## src/rtl/ldpc_pkg.sv

```systemverilog
// Shared LDPC scheduler definitions: state encodings, default code length, clog2 helper.
package ldpc_pkg;

  localparam int unsigned CODE_LEN = 256;

  typedef enum logic [2:0] {
    STATE_SCHED_IDLE          = 3'd0,
    STATE_SCHED_WAIT_ENC      = 3'd1,
    STATE_SCHED_WAIT_DEC_ACC  = 3'd2,
    STATE_SCHED_WAIT_DEC_DONE = 3'd3,
    STATE_SCHED_COUNT         = 3'd4,
    STATE_SCHED_REPORT        = 3'd5,
    STATE_SCHED_FINISH        = 3'd6
  } sched_state_e;

  // Ceiling log2, usable in parameter expressions.
  function automatic int unsigned clog2(input int unsigned v);
    int unsigned r;
    r = 0;
    for (int unsigned i = 0; i < 32; i++) begin
      if ((64'd1 << i) < 64'(v)) r = i + 1;
    end
    return r;
  endfunction

endpackage

```

## src/rtl/ldpc_popcount.sv

```systemverilog
// Combinational popcount built as a recursive binary adder tree.
module ldpc_popcount
  import ldpc_pkg::*;
#(
  parameter int unsigned W  = CODE_LEN,
  parameter int unsigned OW = clog2(W + 1)
) (
  input  logic [W-1:0]  vec_i,
  output logic [OW-1:0] cnt_o
);

  if (W == 1) begin : g_leaf
    assign cnt_o = OW'(vec_i);
  end else begin : g_node
    localparam int unsigned WL  = W / 2;
    localparam int unsigned WH  = W - WL;
    localparam int unsigned OWL = clog2(WL + 1);
    localparam int unsigned OWH = clog2(WH + 1);

    logic [OWL-1:0] cnt_lo;
    logic [OWH-1:0] cnt_hi;

    ldpc_popcount #(.W(WL), .OW(OWL)) u_lo (.vec_i(vec_i[WL-1:0]), .cnt_o(cnt_lo));
    ldpc_popcount #(.W(WH), .OW(OWH)) u_hi (.vec_i(vec_i[W-1:WL]), .cnt_o(cnt_hi));

    assign cnt_o = OW'(cnt_lo) + OW'(cnt_hi);
  end

endmodule

```

## src/rtl/ldpc_frame_scheduler.sv

```systemverilog
// BER sweep sequencer: frames x noise points through encoder/decoder handshakes, per-point error stats.
// Define LDPC_EARLY_STOP_EN to end a noise point once its frame-error count reaches FER_THRESH.
module ldpc_frame_scheduler
  import ldpc_pkg::*;
#(
  parameter int unsigned CodeLen               = CODE_LEN,
  parameter int unsigned Iteration_Times       = 50,
  parameter int unsigned Sigma_Iteration_Times = 20,
  parameter int unsigned SIGMA_W               = 5,
  parameter int unsigned ERR_W                 = 16,
  parameter int unsigned FER_THRESH            = 8
) (
  input  logic               clk,
  input  logic               rst,
  input  logic               start,
  output logic               gen_enable,
  input  logic               generate_code_down,
  input  logic [CodeLen-1:0] Code_sequence,
  output logic               generate_code_down_receive,
  output logic               dec_start,
  output logic [CodeLen-1:0] dec_codeword,
  output logic [SIGMA_W-1:0] dec_sigma_idx,
  input  logic               dec_start_receive,
  input  logic               dec_done,
  input  logic [CodeLen-1:0] dec_result,
  output logic               dec_done_receive,
  output logic               stat_valid,
  output logic [ERR_W-1:0]   stat_bit_err,
  output logic [7:0]         stat_frame_err,
  output logic               busy,
  output logic               sweep_done
);

  localparam int unsigned FRAME_W = (Iteration_Times > 1) ? clog2(Iteration_Times) : 1;
  localparam int unsigned CNT_W   = clog2(CodeLen + 1);
  localparam int unsigned SUM_W   = ERR_W + 1;

`ifdef LDPC_EARLY_STOP_EN
  localparam bit EARLY_STOP = 1'b1;
`else
  localparam bit EARLY_STOP = 1'b0;
`endif

  localparam logic [7:0]         FER_LIMIT  = 8'(FER_THRESH);
  localparam logic [FRAME_W-1:0] FRAME_LAST = FRAME_W'(Iteration_Times - 1);
  localparam logic [SIGMA_W-1:0] SIGMA_LAST = SIGMA_W'(Sigma_Iteration_Times - 1);

  sched_state_e       state_q, state_d;
  logic [FRAME_W-1:0] frame_q, frame_d;
  logic [SIGMA_W-1:0] sigma_q, sigma_d;
  logic [ERR_W-1:0]   bit_acc_q, bit_acc_d;
  logic [7:0]         fer_q, fer_d;
  logic [CodeLen-1:0] diff_q, diff_d;
  logic [CodeLen-1:0] codeword_q, codeword_d;
  logic               gen_en_q, gen_en_d;
  logic               enc_ack_q, enc_ack_d;
  logic               dec_start_q, dec_start_d;
  logic               dec_ack_q, dec_ack_d;
  logic               stat_valid_q, stat_valid_d;
  logic [ERR_W-1:0]   stat_bit_q, stat_bit_d;
  logic [7:0]         stat_fer_q, stat_fer_d;
  logic               busy_q, busy_d;
  logic               sweep_done_q, sweep_done_d;

  logic [CNT_W-1:0]   pop_cnt;
  logic [SUM_W-1:0]   bit_sum_c;
  logic [ERR_W-1:0]   bit_acc_sat_c;
  logic [7:0]         fer_inc_c;

  ldpc_popcount #(.W(CodeLen), .OW(CNT_W)) u_popcount (
    .vec_i (diff_q),
    .cnt_o (pop_cnt)
  );

  // Saturating accumulator updates consumed in COUNT.
  assign bit_sum_c     = {1'b0, bit_acc_q} + SUM_W'(pop_cnt);
  assign bit_acc_sat_c = bit_sum_c[ERR_W] ? '1 : bit_sum_c[ERR_W-1:0];
  assign fer_inc_c     = (fer_q == 8'hFF) ? fer_q : fer_q + 8'd1;

  always_ff @(posedge clk or negedge rst) begin
    if (!rst) begin
      state_q      <= STATE_SCHED_IDLE;
      frame_q      <= '0;
      sigma_q      <= '0;
      bit_acc_q    <= '0;
      fer_q        <= '0;
      diff_q       <= '0;
      codeword_q   <= '0;
      gen_en_q     <= 1'b0;
      enc_ack_q    <= 1'b0;
      dec_start_q  <= 1'b0;
      dec_ack_q    <= 1'b0;
      stat_valid_q <= 1'b0;
      stat_bit_q   <= '0;
      stat_fer_q   <= '0;
      busy_q       <= 1'b0;
      sweep_done_q <= 1'b0;
    end else begin
      state_q      <= state_d;
      frame_q      <= frame_d;
      sigma_q      <= sigma_d;
      bit_acc_q    <= bit_acc_d;
      fer_q        <= fer_d;
      diff_q       <= diff_d;
      codeword_q   <= codeword_d;
      gen_en_q     <= gen_en_d;
      enc_ack_q    <= enc_ack_d;
      dec_start_q  <= dec_start_d;
      dec_ack_q    <= dec_ack_d;
      stat_valid_q <= stat_valid_d;
      stat_bit_q   <= stat_bit_d;
      stat_fer_q   <= stat_fer_d;
      busy_q       <= busy_d;
      sweep_done_q <= sweep_done_d;
    end
  end

  always_comb begin
    state_d      = state_q;
    frame_d      = frame_q;
    sigma_d      = sigma_q;
    bit_acc_d    = bit_acc_q;
    fer_d        = fer_q;
    diff_d       = diff_q;
    codeword_d   = codeword_q;
    enc_ack_d    = 1'b0;
    dec_ack_d    = 1'b0;
    stat_valid_d = 1'b0;
    stat_bit_d   = stat_bit_q;
    stat_fer_d   = stat_fer_q;

    case (state_q)
      STATE_SCHED_IDLE: begin
        if (start) begin
          frame_d   = '0;
          sigma_d   = '0;
          bit_acc_d = '0;
          fer_d     = '0;
          state_d   = STATE_SCHED_WAIT_ENC;
        end
      end
      STATE_SCHED_WAIT_ENC: begin
        if (generate_code_down) begin
          codeword_d = Code_sequence;
          enc_ack_d  = 1'b1;
          state_d    = STATE_SCHED_WAIT_DEC_ACC;
        end
      end
      STATE_SCHED_WAIT_DEC_ACC: begin
        if (dec_start_receive) state_d = STATE_SCHED_WAIT_DEC_DONE;
      end
      STATE_SCHED_WAIT_DEC_DONE: begin
        if (dec_done) begin
          diff_d    = dec_result ^ codeword_q;
          dec_ack_d = 1'b1;
          state_d   = STATE_SCHED_COUNT;
        end
      end
      STATE_SCHED_COUNT: begin
        bit_acc_d = bit_acc_sat_c;
        if (pop_cnt != '0) fer_d = fer_inc_c;
        // Stats are captured here so they are valid during the REPORT cycle.
        if ((frame_q == FRAME_LAST) ||
            (EARLY_STOP && (pop_cnt != '0) && (fer_inc_c == FER_LIMIT))) begin
          stat_valid_d = 1'b1;
          stat_bit_d   = bit_acc_d;
          stat_fer_d   = fer_d;
          state_d      = STATE_SCHED_REPORT;
        end else begin
          frame_d = frame_q + FRAME_W'(1);
          state_d = STATE_SCHED_WAIT_ENC;
        end
      end
      STATE_SCHED_REPORT: begin
        bit_acc_d = '0;
        fer_d     = '0;
        frame_d   = '0;
        if (sigma_q == SIGMA_LAST) begin
          state_d = STATE_SCHED_FINISH;
        end else begin
          sigma_d = sigma_q + SIGMA_W'(1);
          state_d = STATE_SCHED_WAIT_ENC;
        end
      end
      STATE_SCHED_FINISH: state_d = STATE_SCHED_IDLE;
      default:            state_d = STATE_SCHED_IDLE;
    endcase

    // Level outputs follow the state being entered so they are registered.
    gen_en_d     = (state_d == STATE_SCHED_WAIT_ENC);
    dec_start_d  = (state_d == STATE_SCHED_WAIT_DEC_ACC);
    busy_d       = (state_d != STATE_SCHED_IDLE) && (state_d != STATE_SCHED_FINISH);
    sweep_done_d = (state_q == STATE_SCHED_REPORT) && (state_d == STATE_SCHED_FINISH);
  end

  assign gen_enable                 = gen_en_q;
  assign generate_code_down_receive = enc_ack_q;
  assign dec_start                  = dec_start_q;
  assign dec_codeword               = codeword_q;
  assign dec_sigma_idx              = sigma_q;
  assign dec_done_receive           = dec_ack_q;
  assign stat_valid                 = stat_valid_q;
  assign stat_bit_err               = stat_bit_q;
  assign stat_frame_err             = stat_fer_q;
  assign busy                       = busy_q;
  assign sweep_done                 = sweep_done_q;

endmodule

```

## config.mk

```make
export PLATFORM = sky130hd
export DESIGN_NAME = ldpc_frame_scheduler
export DESIGN_NICKNAME = d
export VERILOG_FILES = /design/src/rtl/ldpc_pkg.sv /design/src/rtl/ldpc_popcount.sv /design/src/rtl/ldpc_frame_scheduler.sv
export SDC_FILE = /design/constraint.sdc
export NUM_CORES = 1
export LEC_CHECK = 0
export CAP_MARGIN = 10
export CORE_UTILIZATION = 25
export DETAILED_ROUTE_END_ITERATION = 6
export GPL_TIMING_DRIVEN = 0
export HOLD_SLACK_MARGIN = 0.1
export PLACE_DENSITY = 0.46
export SYNTH_ARGS = -nofsm -noshare
export SYNTH_HDL_FRONTEND = slang
export SYNTH_HIERARCHICAL = 1
export SYNTH_SLANG_ARGS = --single-unit
export TNS_END_PERCENT = 1
```

## constraint.sdc

```tcl
create_clock -name clk -period 7.3 [get_ports clk]
set_clock_uncertainty 0.15 [all_clocks]
set_input_delay 1.825 -clock clk [delete_from_list [all_inputs] [get_ports clk]]
set_output_delay 1.825 -clock clk [all_outputs]
set_load 0.05 [all_outputs]
```

Word-level counts from Yosys, hierarchy flattened --
Index checks and enable logic that the tools add are counted.
Operators by class: reduce and logical (&&, ||, !) cells 13, muxes and demuxes 26, $add $sub $neg 259, bitwise logic cells 1, equality and inequality tests 15
Operators by type and width (number):
- $add 1x1->2 | 128
- $xor 256x256->256 | 1
- $add 2x2->3 | 64
- $add 3x3->4 | 32
- $add 4x4->5 | 16
- $add 5x5->6 | 8
- $pmux 16 s3 | 1
- $mux 16 | 2
- $add 6x6->7 | 4
- $mux 8 | 3
- $pmux 8 s3 | 1
- $mux 3 | 6
- $pmux 3 s6 | 1
- $pmux 6 s3 | 1
- $add 16x9->17 | 1
- $add 7x7->8 | 2
- $mux 6 | 2
- $mux 5 | 2
- $pmux 5 s2 | 1
- $add 8x8->9 | 1
- $eq 3x2->1 const B | 3
- $eq 3x3->1 const B | 3
- $reduce_bool 9->1 | 1
- $add 8x1->8 const B | 1
- 15 further kinds | 29
Word-level totals: input port bits 518, output and inout port bits 292, bits in registers 581

Logic depth before layout (Yosys ltp) --
depth after elaboration 11, mapped depth 38, depth with buffers taken out 35

By module --
The synthesis kept the hierarchy.
By module, submodules not included:
- ldpc_frame_scheduler | cells each 2005, area an instance 24204.5 um2, instances 1
- ldpc_popcount (u_popcount.g_node.u_hi.g_node.u_hi.g_node.u_hi.g_node.u_hi.g_node.u_hi.g_node.u_hi ...) | cells each 7, area an instance 51.3 um2, instances 64
- ldpc_popcount (u_popcount.g_node.u_hi.g_node.u_hi.g_node.u_hi.g_node.u_hi.g_node.u_hi ...) | cells each 12, area an instance 95.1 um2, instances 32
- ldpc_popcount (u_popcount.g_node.u_hi.g_node.u_hi.g_node.u_hi.g_node.u_hi ...) | cells each 16, area an instance 136.4 um2, instances 16
- ldpc_popcount (u_popcount.g_node.u_hi.g_node.u_hi.g_node.u_hi.g_node.u_hi.g_node.u_hi.g_node.u_hi.g_node.u_hi.g_node.u_hi ...) | cells each 1, area an instance 7.5 um2, instances 256
- ldpc_popcount (u_popcount.g_node.u_hi.g_node.u_hi.g_node.u_hi.g_node.u_hi.g_node.u_hi.g_node.u_hi.g_node.u_hi ...) | cells each 1, area an instance 12.5 um2, instances 128
- ldpc_popcount (u_popcount.g_node.u_hi.g_node.u_hi.g_node.u_hi ...) | cells each 17, area an instance 158.9 um2, instances 8
- ldpc_popcount (u_popcount.g_node.u_hi.g_node.u_hi ...) | cells each 28, area an instance 242.7 um2, instances 4
- ldpc_popcount (u_popcount.g_node.u_hi ...) | cells each 37, area an instance 286.5 um2, instances 2
- ldpc_popcount (u_popcount) | cells each 42, area an instance 324.1 um2, instances 1

Worst setup path before layout --
No wires, ideal clock.
kind register to register, start reg diff_q[0], end reg stat_bit_q[15], in the netlist stat_bit_err[15], arrival time 7.628 ns, period minus slack after synthesis 7.900 ns, stages on the path, launching flop included 35, buffers on the path 1, setup slack -0.600 ns, library setup time 0.122 ns, path through dfrtp_1 buf_4 ha_1 ha_1 inv_1 fa_1 inv_1 inv_1 fa_1 inv_1 inv_1 fa_1 inv_1 fa_1 a21o_1 a21oi_1 xnor2_1 ha_1 o21a_1 o31a_2 a21oi_1 ha_1 nor2b_1 a311oi_2 xnor2_1 ha_1 inv_2 a311o_1 a311o_1 ha_1 a21oi_1 o211a_1 o21bai_1 or4_1 a32o_1
On the way: word-level cells in the longest chain between the ends 10
RTL lines:
- start, declared | RTL line ldpc_frame_scheduler.sv:53 | logic [CodeLen-1:0] diff_q, diff_d;
- start signal, assigned | RTL line ldpc_frame_scheduler.sv:104 | diff_q <= diff_d;
- $add 1x1->2 | RTL line ldpc_popcount.sv:26 | assign cnt_o = OW'(cnt_lo) + OW'(cnt_hi);
- named net u_popcount.g_node.u_lo.g_node.u_lo.g_node.u_lo.g_node.u_lo.g_node.u_lo.g_node.u_lo.g_node.cnt_lo[0] | RTL line ldpc_popcount.sv:20 | logic [OWL-1:0] cnt_lo;
- $add 2x2->3 | RTL line ldpc_popcount.sv:26
- named net u_popcount.g_node.u_lo.g_node.u_lo.g_node.u_lo.g_node.u_lo.g_node.u_lo.g_node.cnt_lo[1] | RTL line ldpc_popcount.sv:20
- $add 3x3->4 | RTL line ldpc_popcount.sv:26
- named net u_popcount.g_node.u_lo.g_node.u_lo.g_node.u_lo.g_node.u_lo.g_node.cnt_lo[1] | RTL line ldpc_popcount.sv:20
- $add 4x4->5 | RTL line ldpc_popcount.sv:26
- named net u_popcount.g_node.u_lo.g_node.u_lo.g_node.u_lo.g_node.cnt_lo[1] | RTL line ldpc_popcount.sv:20
- [... 1 more ...]
- named net u_popcount.g_node.u_lo.g_node.u_lo.g_node.cnt_lo[4] | RTL line ldpc_popcount.sv:20
- $add 6x6->7 | RTL line ldpc_popcount.sv:26
- named net u_popcount.g_node.u_lo.g_node.cnt_lo[4] | RTL line ldpc_popcount.sv:20
- $add 7x7->8 | RTL line ldpc_popcount.sv:26
- named net u_popcount.g_node.cnt_lo[5] | RTL line ldpc_popcount.sv:20
- $add 8x8->9 | RTL line ldpc_popcount.sv:26
- named net pop_cnt[5] | RTL line ldpc_frame_scheduler.sv:65 | logic [CNT_W-1:0] pop_cnt;
- $add 16x9->17 | RTL line ldpc_frame_scheduler.sv:76 | assign bit_sum_c = {1'b0, bit_acc_q} + SUM_W'(pop_cnt);
- $mux 16 | RTL line ldpc_frame_scheduler.sv:77 | assign bit_acc_sat_c = bit_sum_c[ERR_W] ? '1 : bit_sum_c[ERR_W-1:0];
- end signal, assigned | RTL line ldpc_frame_scheduler.sv:111 | stat_bit_q <= stat_bit_d;
- end, declared | RTL line ldpc_frame_scheduler.sv:60 | logic [ERR_W-1:0] stat_bit_q, stat_bit_d;
The timed path passes the listed nets, and every way through them passes these cells. A chain may end at the register's enable or synchronous reset.

Worst setup path after layout --
start reg diff_q[151], end reg stat_bit_q[15], in the netlist stat_bit_err[15]
On the way: word-level cells in the longest chain between the ends 10
RTL lines:
- $add 1x1->2 | RTL line ldpc_popcount.sv:26
- named net u_popcount.g_node.u_hi.g_node.u_lo.g_node.u_lo.g_node.u_hi.g_node.u_lo.g_node.u_hi.g_node.cnt_hi[0] | RTL line ldpc_popcount.sv:21 | logic [OWH-1:0] cnt_hi;
- $add 2x2->3 | RTL line ldpc_popcount.sv:26
- named net u_popcount.g_node.u_hi.g_node.u_lo.g_node.u_lo.g_node.u_hi.g_node.u_lo.g_node.cnt_hi[1] | RTL line ldpc_popcount.sv:21
- $add 3x3->4 | RTL line ldpc_popcount.sv:26
- named net u_popcount.g_node.u_hi.g_node.u_lo.g_node.u_lo.g_node.u_hi.g_node.cnt_lo[1] | RTL line ldpc_popcount.sv:20
- $add 4x4->5 | RTL line ldpc_popcount.sv:26
- named net u_popcount.g_node.u_hi.g_node.u_lo.g_node.u_lo.g_node.cnt_hi[1] | RTL line ldpc_popcount.sv:21
- [... 1 more ...]
- named net u_popcount.g_node.u_hi.g_node.u_lo.g_node.cnt_lo[4] | RTL line ldpc_popcount.sv:20
- $add 6x6->7 | RTL line ldpc_popcount.sv:26
- named net u_popcount.g_node.u_hi.g_node.cnt_lo[4] | RTL line ldpc_popcount.sv:20
- $add 7x7->8 | RTL line ldpc_popcount.sv:26
- named net u_popcount.g_node.cnt_hi[5] | RTL line ldpc_popcount.sv:21
- $add 8x8->9 | RTL line ldpc_popcount.sv:26
- named net pop_cnt[5] | RTL line ldpc_frame_scheduler.sv:65
- $add 16x9->17 | RTL line ldpc_frame_scheduler.sv:76
- $mux 16 | RTL line ldpc_frame_scheduler.sv:77
The timed path passes the listed nets, and every way through them passes these cells.

==> out/metrics.yaml <==
setup_viol: 48
yosysTopAreaCell: "dfrtp_1"
synth_commonest_cells: "581 x dfrtp_1, 546 x inv_1, 451 x ha_1"
cts_root_buffer: "clkbuf_16"
fp-row-count: 145
ant_nets: 0
hold_start: "diff_q[13]"
worstSetupEndpointType: "flip-flop"
drt_wl_total_um: 116000
dpl_cell_area_um2: 51200
clock_path_buffers: 3
cts_tree: "done"
fin_crit_sh_pct: 110
avgSynthCellArea_um2: 10.3
clock.fmax_ghz: 0.124
grt_pass1_wl_um: 176000
synth_cell_types: 70
worst_hold_path.num_cells: 2
slew-limit-headroom_pct: 25.1
min_to: "diff_q[13]"
synth_area_um2: 39400
drc: 0
synth_area_leaders: "dfrtp_1 37%, ha_1 14%, xnor2_1 8.1%"
final_layout_size_suffix_gt1_share_pct: 24.5
rsz0062_at_grt: "yes"
synthArstFlopShare_pct: 100
die_h_um: 399
vias_per_cell: 4.15
dpl.hpwl_um: 93100
postSynthNetCount: 4938
syn2layout_area_growth_pct: 40.7
cts-buffers-inserted: 79
start_util_pct: 25.2
cts.sinks: 581
path_max_fanout: 5
clk_latency_ns: 0.67
regToRegSetupSlack_ns: -0.76
yosysSeqAreaShare_pct: 36.9
io_buffers: 809
reg2reg_to: "stat_bit_err[15]"
reg2reg_from: "diff_q[151]"
min_period_ns: 8.06
fin_nets: 5862
synth-simple-area-share_pct: 6.22
cap_violations: 0
yosys_most_used_dff: "dfrtp_1"
worstPathRequired_ns: 7.69
final_area_um2: 55400
fin_cells: 6887
drv_slew: 0
synthMuxAreaShare_pct: 7.53
wl_per_cell_um: 16.9
hold_class: "reg2reg"
ios: 810
drt_iter0_drc: 891
grtUsageTotal_pct: 14.5
worst_slew_pin_slew_ns: 1.12
worstPathArrival_ns: 8.45
synth_top_family_by_area: "adder cells"
antenna_found_initial: 13
gp_congestion: 0.794
grt_pass1_vias: 30100
syn_inst: 3841
synth_warnings: 6
place_ws_ns: -1.84
ys_ff_latch: 581
yosys.area.top_type_share_pct: 36.9
h-tree-depth: 3
fp.coreArea_um2: 156000
overflow: 0
crit_path_top_delay_cell: "fa_2"
path_class: "reg2reg"
synth_compound_area_share_pct: 8.78
via_count: 28600
final_hold_viol_count: 0
synth.most_common_cell: "dfrtp_1"
crit_top_cell: "inv_2"
hold-worst-slack_ns: 0.326
dr.pass1.iters: 4
grt_max_degree: 108
die_w_um: 399
reg2regPathDepth: 35
setup_ws_ns: -0.763
dieArea_um2: 159000
failed_checks: "setup timing"
cts_hold_buf: 0
clk_pin_slew_ns: 0.06
slowest_delay_ns: 0.56
synth_edf_count: 0
status: "finished, violations left"
synth-adder-area-share_pct: 20.8
synthXorXnorAreaFrac_pct: 8.47
cp-start-kind: "flip-flop"
crit_path_start: "diff_q[151]"
dp.cells: 6715
state kept, by name, indices dropped and copies added (netlist names):
name	cells
dec_codeword	256
diff_q	256
bit_acc_q	16
stat_bit_err	16
fer_q	8
stat_frame_err	8
frame_q	6
dec_sigma_idx	5
state_q	3
busy	1
dec_done_receive	1
dec_start	1
gen_enable	1
generate_code_down_receive	1
stat_valid	1
sweep_done	1
kinds of logic (layout without fill, tap and decap cells):
kind of cell,after synthesis,in the layout
xor gates and xnor gates,381,381
muxes,264,264
buffers and inverters,908,1894
adders and majority gates,579,579
AOI/OAI and AO/OA,581,581
other,0,2
and+or+nand+nor,547,547
DFF,581,581
per-stage QoR:
step / setup TNS [ns] / utilization (%)
6_report: -28.31 / 35.5
4_1_cts: -28.81 / 35.2
2_1_floorplan: -7.51 / -
3_3_place_gp: - / 32.7
3_5_place_dp: -76.33 / 32.8
5_1_grt: -43.98 / 35.5
worst max path at each step:
| stage | end | cells past startpoint |
|---|---|---|
| CTS | stat_bit_err[15] | 35 |
| floorplan | stat_bit_err[15] | 35 |
| detailed placement | bit_acc_q[4] | 35 |
| finish | stat_bit_err[15] | 35 |
| global placement | dec_codeword[40] | 1 |
| global route | stat_bit_err[15] | 35 |
cells in the final DEF (no fill, tap or decap), types with 10 or more instances in the layout:
cell type        synthesis  routed
fa_2                     0      22
inv_1                  546     399
o21ai_1                  5      24
inv_2                    2     148
bufinv_16                0      10
clkbuf_8                 0      20
ha_1                   451     294
ha_4                     0     109
o21ai_2                 12      16
a21oi_1                 92      66
nor2_1                  51      49
nand2_1                347     345
nand2b_1                22      21
clkbuf_16                0      81
xor2_1                  15      14
fa_1                   128     106
xnor2_2                  0      24
dfrtp_1                581     581
clkdlybuf4s50_1          0     808
a21oi_2                 23      43
o211ai_1                13      13
o21ai_0                324     301
clkinv_2                 0      10
a21o_1                  34      34
buf_6                    1      14
nor2b_1                 28      26
buf_4                  256     271
nand3_1                 42      41
clkbuf_1                62      72
ha_2                     0      48
mux2_2                 257     257
buf_2                   38      36
xnor2_1                366     340
metal layers:
layer  GRT usage [%]  vias to the layer above  share of wire [%]
met5               0                        -              0.027
met4            3.32                        4                1.9
met3            3.37                      129                5.3
li1                -                    14200                  -
met1            18.3                    13700                 44
met2            24.7                      574                 49
critical path, delay by kind of cell, from the launching register on:
family,cells,cell delay [ns]
AO/OA/AOI/OAI,12,2.49
XOR/XNOR,2,0.25
adder cells (fa/ha/maj),10,3.42
buffers and inverters,8,0.59
flip-flops,1,0.42
AND/OR/NAND/NOR,3,0.60
final cells by class:
| type | count | area [um^2] |
|---|---|---|
| buffer | 297 | 1970 |
| fill | 15800 | 101000 |
| tap | 2058 | 2570 |
| sequential | 581 | 14500 |
| inverter | 548 | 2060 |
| clock buffer | 112 | 2320 |
| antenna | 2 | 5.00 |
| timing repair buffer | 906 | 8960 |
| multi-input combinational | 2352 | 22500 |
| clock inverter | 31 | 487 |
repair_timing:
item                                    CTS  global route
gates resized for setup                 164           116
pin swaps                               116           104
endpoints found under the hold margin     0             0
endpoints found under the setup margin   48            48
buffers inserted                         53            37
Power is not shown: default switching activity piles up to over one toggle a cycle in this logic, so the estimate is an artifact.
